[config.mk]
export PLATFORM = sky130hd
export DESIGN_NAME = writeback_arbiter
export DESIGN_NICKNAME = d
export VERILOG_FILES = /design/src/rtl/wb_pkg.sv /design/src/rtl/wb_fifo.sv /design/src/rtl/writeback_arbiter.sv
export SDC_FILE = /design/constraint.sdc
export NUM_CORES = 1
export LEC_CHECK = 0
export ABC_AREA = 1
export CAP_MARGIN = 20
export CORE_ASPECT_RATIO = 1.1
export CORE_MARGIN = 3
export CORE_UTILIZATION = 60
export DETAILED_ROUTE_END_ITERATION = 10
export PLACE_DENSITY = 0.92
export SLEW_MARGIN = 0
export SYNTH_ARGS = -nofsm -noshare
export SYNTH_HDL_FRONTEND = slang
export SYNTH_HIERARCHICAL = 1
export SYNTH_SLANG_ARGS = --single-unit
[constraint.sdc]
create_clock -name clk -period 9.85 [get_ports clk]
set_clock_uncertainty 0.05 [all_clocks]
set_input_delay 0.985 -clock clk [delete_from_list [all_inputs] [get_ports clk]]
set_output_delay 0.985 -clock clk [all_outputs]
set_load 0.05 [all_outputs]
[src/rtl/wb_pkg.sv]
// Shared types and widths for the writeback arbiter and its load queue.
//   XLEN, REG_ADDR_W : data and register-address widths
//   wb_entry_t       : load-queue entry {rd, data, live}; live is cleared only
//                      when WB_ALU_KILL_EN is defined, otherwise it stays 1
//   wb_src_e         : per-cycle write-port source select
package wb_pkg;

  localparam int XLEN       = 32;
  localparam int REG_ADDR_W = 5;

  typedef struct packed {
    logic [REG_ADDR_W-1:0] rd;
    logic [XLEN-1:0]       data;
    logic                  live;
  } wb_entry_t;

  typedef enum logic [1:0] {
    WB_NONE,
    WB_ALU,
    WB_LQ,
    WB_BYP
  } wb_src_e;

endpackage

[src/rtl/wb_fifo.sv]
// Load queue for the writeback arbiter: synchronous FIFO of wb_entry_t.
// Optional macro WB_ALU_KILL_EN adds a kill-by-rd port that clears the live
// bit of every stored entry whose rd matches kill_rd.
// Ports:
//   clk, reset            clock, async active-low reset (empties the queue)
//   push, push_entry      write an entry (ignored when full)
//   pop                   drop the head entry (ignored when empty)
//   head                  current head entry
//   full, empty, count    occupancy status
//   kill_en, kill_rd      (WB_ALU_KILL_EN only) mark matching entries dead
module wb_fifo
  import wb_pkg::*;
#(
  parameter  int DEPTH = 4,
  localparam int CNT_W = $clog2(DEPTH + 1),
  localparam int PTR_W = $clog2(DEPTH)
) (
  input  logic                  clk,
  input  logic                  reset,
  input  logic                  push,
  input  wb_entry_t             push_entry,
  input  logic                  pop,
`ifdef WB_ALU_KILL_EN
  input  logic                  kill_en,
  input  logic [REG_ADDR_W-1:0] kill_rd,
`endif
  output wb_entry_t             head,
  output logic                  full,
  output logic                  empty,
  output logic [CNT_W-1:0]      count
);

  wb_entry_t        mem [DEPTH];
  logic [PTR_W-1:0] wr_ptr;
  logic [PTR_W-1:0] rd_ptr;
  logic             do_push;
  logic             do_pop;

  assign full    = (count == CNT_W'(DEPTH));
  assign empty   = (count == '0);
  assign do_push = push && !full;
  assign do_pop  = pop && !empty;
  assign head    = mem[rd_ptr];

  // Storage carries no reset; emptiness is tracked by the pointers/count.
  // A push into a slot overrides a same-cycle kill of that (free) slot.
  always_ff @(posedge clk) begin
`ifdef WB_ALU_KILL_EN
    if (kill_en) begin
      for (int i = 0; i < DEPTH; i++) begin
        if (mem[i].rd == kill_rd) mem[i].live <= 1'b0;
      end
    end
`endif
    if (do_push) mem[wr_ptr] <= push_entry;
  end

  // Pointers wrap naturally because DEPTH is a power of two.
  always_ff @(posedge clk or negedge reset) begin
    if (!reset) begin
      wr_ptr <= '0;
      rd_ptr <= '0;
      count  <= '0;
    end else begin
      if (do_push) wr_ptr <= wr_ptr + 1'b1;
      if (do_pop)  rd_ptr <= rd_ptr + 1'b1;
      case ({do_push, do_pop})
        2'b10:   count <= count + 1'b1;
        2'b01:   count <= count - 1'b1;
        default: count <= count;
      endcase
    end
  end

endmodule

[src/rtl/writeback_arbiter.sv]
// Writeback arbiter: sole driver of the register-file write port. Merges
// single-cycle ALU results (strict priority) with load results, which are
// buffered in a small queue until the port is free. Writes to x0 are dropped.
// Optional macro WB_ALU_KILL_EN: a winning ALU write to rd=R kills queued and
// same-cycle loads to R so an older load never overwrites a younger result.
// Ports:
//   clk, reset                        clock, async active-low reset
//   alu_valid, alu_rd, alu_data       ALU result (no backpressure)
//   ld_valid, ld_ready, ld_rd, ld_data load result handshake
//   rf_write_en, rf_dst_addr, rf_dst_data  registered register-file write
//   lq_count, busy                    load-queue occupancy
// XLEN and REG_ADDR_W come from wb_pkg; LQ_DEPTH must be a power of two >= 2.
module writeback_arbiter
  import wb_pkg::*;
#(
  parameter  int LQ_DEPTH = 4,
  localparam int CNT_W    = $clog2(LQ_DEPTH + 1)
) (
  input  logic                  clk,
  input  logic                  reset,
  input  logic                  alu_valid,
  input  logic [REG_ADDR_W-1:0] alu_rd,
  input  logic [XLEN-1:0]       alu_data,
  input  logic                  ld_valid,
  output logic                  ld_ready,
  input  logic [REG_ADDR_W-1:0] ld_rd,
  input  logic [XLEN-1:0]       ld_data,
  output logic                  rf_write_en,
  output logic [REG_ADDR_W-1:0] rf_dst_addr,
  output logic [XLEN-1:0]       rf_dst_data,
  output logic [CNT_W-1:0]      lq_count,
  output logic                  busy
);

  wb_src_e    sel_src;
  wb_entry_t  push_entry;
  wb_entry_t  head;
  logic       fifo_push;
  logic       fifo_pop;
  logic       fifo_full;
  logic       fifo_empty;
  logic       alu_win;
  logic       ld_keep;

  // ld_ready looks only at full, never at a same-cycle pop.
  assign ld_ready = reset && !fifo_full;
  assign alu_win  = alu_valid && (alu_rd != '0);
  // x0 loads still handshake but go nowhere.
  assign ld_keep  = ld_valid && ld_ready && (ld_rd != '0);
  assign busy     = (lq_count != '0);

  always_comb begin
    sel_src    = WB_NONE;
    fifo_pop   = 1'b0;
    push_entry = '{rd: ld_rd, data: ld_data, live: 1'b1};
    if (alu_win) begin
      sel_src = WB_ALU;
    end else if (!fifo_empty) begin
      sel_src  = WB_LQ;
      fifo_pop = 1'b1;
    end else if (ld_keep) begin
      sel_src = WB_BYP;
    end
    fifo_push = ld_keep && (sel_src != WB_BYP);
`ifdef WB_ALU_KILL_EN
    if (alu_win && (ld_rd == alu_rd)) fifo_push = 1'b0;
`endif
  end

  wb_fifo #(.DEPTH(LQ_DEPTH)) u_lq (
    .clk        (clk),
    .reset      (reset),
    .push       (fifo_push),
    .push_entry (push_entry),
    .pop        (fifo_pop),
`ifdef WB_ALU_KILL_EN
    .kill_en    (alu_win),
    .kill_rd    (alu_rd),
`endif
    .head       (head),
    .full       (fifo_full),
    .empty      (fifo_empty),
    .count      (lq_count)
  );

  // A dead head still consumes the port slot; addr/data hold like idle.
  always_ff @(posedge clk or negedge reset) begin
    if (!reset) begin
      rf_write_en <= 1'b0;
      rf_dst_addr <= '0;
      rf_dst_data <= '0;
    end else begin
      case (sel_src)
        WB_ALU: begin
          rf_write_en <= 1'b1;
          rf_dst_addr <= alu_rd;
          rf_dst_data <= alu_data;
        end
        WB_LQ: begin
          rf_write_en <= head.live;
          if (head.live) begin
            rf_dst_addr <= head.rd;
            rf_dst_data <= head.data;
          end
        end
        WB_BYP: begin
          rf_write_en <= 1'b1;
          rf_dst_addr <= ld_rd;
          rf_dst_data <= ld_data;
        end
        default: rf_write_en <= 1'b0;
      endcase
    end
  end

endmodule

Word-level counts from Yosys, hierarchy flattened
Memories as Yosys holds them, arrays and structs flattened.
Index checks and enable logic that the tools add are counted.

word-level totals
  register bits after elaboration = 45
  bits in writable memories = 148
  input bits = 78
  output and inout port bits = 43
  word-level logic and storage cells = 49
  memories kept = 1

memory list
  name      depth  bits a word  read ports  clocked after memory_dff  wr ports  RTL line       text
  u_lq.mem  4      37           1           0                         1         wb_fifo.sv:33  wb_entry_t mem [DEPTH];

cells by class
  add/sub/neg operators = 4
  eq/ne operators = 8
  mux-type cells = 13
  reduce and logical (&&, ||, !) cells = 17

operators by type and width
  operator             count
  $pmux 32 s3          1
  $mux 32              1
  $pmux 5 s3           1
  $reduce_bool 5->1    2
  $logic_and 1x1->1    7
  $eq 2x2->1 const B   3
  $mux 2               3
  $pmux 3 s2           1
  $reduce_bool 3->1    2
  $mux 5               1
  $add 2x1->2 const B  2
  $eq 2x1->1 const B   2
  $mux 1               4
  $ne 2x2->1 const B   2
  $add 3x1->3 const B  1
  $eq 3x3->1 const B   1
  $logic_not 3->1      1
  $sub 3x1->3 const B  1
  $logic_not 1->1      2
  $pmux 1 s2           1
  $reduce_and 2->1     1
  $reduce_bool 2->1    1
  $reduce_or 2->1      1

Depth between registers and ports, before layout
  depth after elaboration = 13
  gate-level depth with buffers = 17

Hierarchy
The synthesis kept the hierarchy.

by module, submodules not included
  module             instances  cells each  area an instance (µm²)
  wb_fifo            1          504         6,895.4
  writeback_arbiter  1          354         2,422.3

Worst setup path before layout
No wires, ideal clock.

  path type = input to register
  start point = input alu_rd[3]
  end point = memory u_lq/mem[0][0] in the netlist's numbering (enable)
  setup time = 433 ps
  data arrival time = 3,472 ps
  slack = 5,895 ps
  stages on the path = 8
  path through = nor2_1 nand2_1 nand2_2 buf_4 buf_2 a21oi_1 nand2_1 nor2_1

between the ends
  cells in the longest elaborated chain, start to end = 8

ends and longest elaborated chain
  what                          RTL line                 text
  start, declared               writeback_arbiter.sv:22  input logic [REG_ADDR_W-1:0] alu_rd,
  $reduce_bool 5->1             writeback_arbiter.sv:47  assign alu_win = alu_valid && (alu_rd != '0);
  $logic_and 1x1->1             writeback_arbiter.sv:47
  $mux 2                        writeback_arbiter.sv:56  if (alu_win) begin
  $ne 2x2->1                    writeback_arbiter.sv:64  fifo_push = ld_keep && (sel_src != WB_BYP);
  $logic_and 1x1->1             writeback_arbiter.sv:64
  net fifo_push                 writeback_arbiter.sv:38  logic fifo_push;
  $logic_and 1x1->1             wb_fifo.sv:41            assign do_push = push && !full;
  $mux 1                        wb_fifo.sv:55            if (do_push) mem[wr_ptr] <= push_entry;
  $mux 1 (not written as such)  wb_fifo.sv:55
  end, declared                 wb_fifo.sv:33

The timed path passes the listed nets, and every way through them passes these cells.

Worst setup path in the final report
  start point = input alu_rd[4]
  end point = register u_lq.count[2]

between the ends
  cells in the longest elaborated chain, start to end = 8
  elaborated cells on any way between the ends = 12
  those cells by class = eq/ne: 3; mux: 3; reduce/logical: 6

ends and longest elaborated chain
  what                                             RTL line                 text
  $reduce_bool 5->1 *                              writeback_arbiter.sv:47
  $logic_and 1x1->1 *                              writeback_arbiter.sv:47
  $mux 2 *                                         writeback_arbiter.sv:56
  $ne 2x2->1 *                                     writeback_arbiter.sv:64
  $logic_and 1x1->1 *                              writeback_arbiter.sv:64
  net fifo_push                                    writeback_arbiter.sv:38
  $logic_and 1x1->1 *                              wb_fifo.sv:41
  $eq 2x1->1 or $eq 2x2->1 (tied branches)         wb_fifo.sv:67            case ({do_push, do_pop})
  $pmux 3 s2 or $reduce_bool 2->1 (tied branches)  --
  end signal, assigned                             wb_fifo.sv:68            2'b10: count <= count + 1'b1;
  end signal, assigned                             wb_fifo.sv:69            2'b01: count <= count - 1'b1;
  end signal, assigned                             wb_fifo.sv:70            default: count <= count;
  end, declared                                    wb_fifo.sv:30            output logic [CNT_W-1:0] count

The timed path passes the listed nets; every way through them passes the cells marked *.
A chain may end at the register's enable or synchronous reset.

==> reports/qor.txt <==
Capturing point of the worst reg2reg path: rf_dst_data[0]
Critical register-to-register path startpoint: u_lq/count[0]
Ys Warns: 6
Final count of negative-setup-slack endpoints: 0
Top cell type's share of synthesized area: 49.0%
Setup bufs post-CTS: 0
Part of the power in combinational logic: 43.5%
Final Hold Slack: 457 ps
Sequential fraction of the synthesis area: 61.1%
Relative area change from synthesis to final layout: 19.8%
Ys async rst share: 22.8%
First-pass GRT wire length: 36.5 mm
Run status: finished clean
Minimum clock period after layout: 3890 ps
Die height: 137 µm
Switching pwr: 1420 µW
Overflow after GRT: 0
Number of nets in the finished design: 1,040
Routed wirelength normalized by instance count: 19.7 µm
Clock tree from TritonCTS: yes
Critical path launch point type: input pin
Number of buffers inserted during clock tree synthesis: 17
Largest net degree at the start of global routing: 83
Number of register bits inferred by synthesis: 197
Top cells by area, synth: sky130_fd_sc_hd__edfxtp_1 (49%), sky130_fd_sc_hd__dfrtp_1 (12%), sky130_fd_sc_hd__nand2_1 (10%), sky130_fd_sc_hd__o211ai_2 (9.3%), sky130_fd_sc_hd__nand3_1 (8.4%)
Core area: 15,100 µm²
Worst hold path cell count: 2
Final Hold Vio Count: 0
Vias: 6,808
Number of global-route vias before repair: 7,065
Cell internal pwr: 1970 µW
Ranking of synthesized cells by instance count: sky130_fd_sc_hd__nand2_1 (247), sky130_fd_sc_hd__nand3_1 (156), sky130_fd_sc_hd__edfxtp_1 (152), sky130_fd_sc_hd__inv_1 (96), sky130_fd_sc_hd__o211ai_2 (69)
Clock edge transition at the registers on the reported setup and hold paths: 70 ps
Number of cells traversed by the worst register-to-register path: 10
Data arrival time of the critical path: 4170 ps
Cell Chain, Critical Path: clkdlybuf4s50_1, nor3_2, nand2_1, nand2_2, buf_4, a21oi_1, nand2_1, ha_1, inv_1, fa_1, nand2_1, nand3_1, nand2_1, nand2_1
Final number of max-transition violations: 0
LEAKAGE: 0.00468 µW
Clock root buffer: sky130_fd_sc_hd__clkbuf_16
First-iteration detailed-routing DRC count: 772
Total design power: 3390 µW
Post-Synthesis Cell Area: 9320 µm²
Row Count: 47
Power density over the cells: 304 nW/µm²
Detailed-placement wirelength estimate: 13.3 mm
Sinks on Clock Net: 197
Data required, critical path: 10,120 ps
I/O Pins: 121
Start point of the worst min-delay path: rf_dst_data[1]
Number of antenna violations at the first check in global routing: 0
Sequential fraction of design power: 34.9%
Buffers on Ports: 120
Cell count after synthesis: 858
Number of maximum-capacitance violations: 0
Post-route antenna net violation count: 0
Final cycle utilization of the critical path: 39.5%
Post-route standard cell area excluding fillers: 11,200 µm²
Number of iterations in the first detailed-routing pass: 6
Worst relative slew slack: 26.3%
Resized cells post-CTS: 0
Most repeated library cell on the critical path: sky130_fd_sc_hd__nand2_1
Syn_area_per_cell: 10.9 µm²
Count of hold buffers inserted by post-cts repair: 0
Nature of the critical path endpoint: flip-flop
Worst slew pin tran: 1100 ps
Number of enable-type register cells in the synthesized netlist: 152
Final TNS setup: 0 ps
Via density per instance: 5.84
Residual DRC: 0
Die area: 17,100 µm²
Worst setup slack after layout: 5960 ps
Clock latency at the later pin of the worst-skew pair: 430 ps
Most frequent cell after synthesis: sky130_fd_sc_hd__nand2_1
Library cells used by synthesis: 27
Cell type with the highest aggregate area in the netlist: sky130_fd_sc_hd__edfxtp_1
Cell with the biggest individual delay on the critical path: sky130_fd_sc_hd__buf_4
Total Routed Length: 23.0 mm
Critical Path Max Stage Delay: 630 ps
Global-route usage over all layers: 27.3%
Share of total power in the clock network: 21.6%
Buf/Inv on CP: 3
Place WS: 5010 ps
End point of the worst hold path: rf_dst_data[1]
Path type of the worst min-delay path: reg2reg
Buffer depth of the longest clock path: 2
R2R setup slack: 6200 ps
Max Fanout on Critical Path: 77
Initial core utilization: 61.7%
Critical path start-end classification: in2reg
Maximum resistive drop on vdd: 0.000191 V
Die width: 125 µm
Family of cells with the greatest summed delay on the critical path: buffers and inverters
CTS H-Tree Depth: 4
Routability cong.: 0.747
Commonest register cell after synthesis: sky130_fd_sc_hd__edfxtp_1
Layout cell share with drive strength beyond 1: 12.7%
RSZ-0062 raised after global routing: no
Area of placed instances: 10,500 µm²
Net switching fraction of the power: 42.0%
Achievable clock frequency: 257 MHz
## per-stage QoR
stage,std cells,util [%]
floorplan,861,-
global placement,1127,69.0
detailed placement,1131,69.6
CTS,1163,73.6
global route,1165,73.8
finish,1166,73.9
## state kept, by name, summed over array words and instances (netlist names)
register     cells
u_lq/mem       152
rf_dst_data     32
rf_dst_addr      5
u_lq/count       3
u_lq/rd_ptr      2
u_lq/wr_ptr      2
rf_write_en      1
## area by class of cell
class / instances / area, µm²
Antenna cell: 1 / 2.50
Inverter: 101 / 384
Fill cell: 904 / 3950
Tap cell: 196 / 245
Multi-Input combinational cell: 508 / 2870
Clock buffer: 22 / 454
Clock inverter: 10 / 155
Sequential cell: 197 / 5690
Timing Repair Buffer: 131 / 1360
## layer usage
layer | part of all wire (%) | up-vias | wire length, µm | GRT usage [%]
li1 | - | 3106 | - | -
met1 | 37 | 3342 | 8590 | 32.0
met4 | 2.5 | 0 | 576 | 12.7
met3 | 5.9 | 48 | 1350 | 5.15
met5 | 0 | - | 0 | 0
met2 | 54 | 312 | 12500 | 49.2
## worst max-delay path by stage
stage,start,to,slack [ps],cells after the start
3_5_place_dp,alu_rd[4],rf_dst_data[28],5010,10
3_3_place_gp,alu_rd[4],rf_dst_data[19],5210,10
5_1_grt,reset,rf_dst_data[16],5660,11
2_1_floorplan,alu_rd[3],u_lq/mem[0][0],5890,8
4_1_cts,u_lq/rd_ptr[1],rf_dst_data[0],5270,7
6_report,alu_rd[4],u_lq/count[2],5960,14
## kinds of logic (layout without fill, tap and decap cells)
| family | count (synthesis) | count (layout) | synth area share (%) |
|---|---|---|---|
| adder cells (fa/ha/maj) | 6 | 6 | 0.886 |
| buffers and inverters | 156 | 264 | 8.77 |
| AO/OA/AOI/OAI | 79 | 79 | 10.0 |
| flip-flops | 197 | 197 | 61.1 |
| other | 1 | 5 | 0.0402 |
| XOR/XNOR | 1 | 1 | 0.0940 |
| AND/OR/NAND/NOR | 418 | 418 | 19.1 |
## cells in the final DEF (no fill, tap or decap), types with 2 or more instances in the layout
master,instances
sky130_fd_sc_hd__clkdlybuf4s50_1,119
sky130_fd_sc_hd__clkinv_1,2
sky130_fd_sc_hd__clkbuf_1,4
sky130_fd_sc_hd__buf_4,5
sky130_fd_sc_hd__conb_1,4
sky130_fd_sc_hd__nand2_1,246
sky130_fd_sc_hd__nand2_2,3
sky130_fd_sc_hd__buf_12,5
sky130_fd_sc_hd__clkbuf_16,17
sky130_fd_sc_hd__o211ai_2,69
sky130_fd_sc_hd__ha_1,5
sky130_fd_sc_hd__dfrtp_1,44
sky130_fd_sc_hd__inv_1,96
sky130_fd_sc_hd__nor2_4,5
sky130_fd_sc_hd__nor2_1,5
sky130_fd_sc_hd__inv_2,4
sky130_fd_sc_hd__bufinv_16,4
sky130_fd_sc_hd__clkinvlp_4,3
sky130_fd_sc_hd__edfxtp_1,152
sky130_fd_sc_hd__o211ai_1,7
sky130_fd_sc_hd__nand3_1,156
## power groups by stage
stage	logic, µW	clock network [µW]	registers, µW
2_1_floorplan	842	0	1430
3_3_place_gp	1370	0	1190
6_report	1480	732	1180
4_1_cts	1460	734	1180
5_1_grt	1590	765	1200
3_5_place_dp	1440	0	1190
## worst min-delay path, stage by stage (launching register included)
cell                      delay, ps
sky130_fd_sc_hd__dfrtp_1        350
sky130_fd_sc_hd__nand3_1         70
sky130_fd_sc_hd__nand2_1         60
No activity file was read; power rests on OpenSTA's default activity.
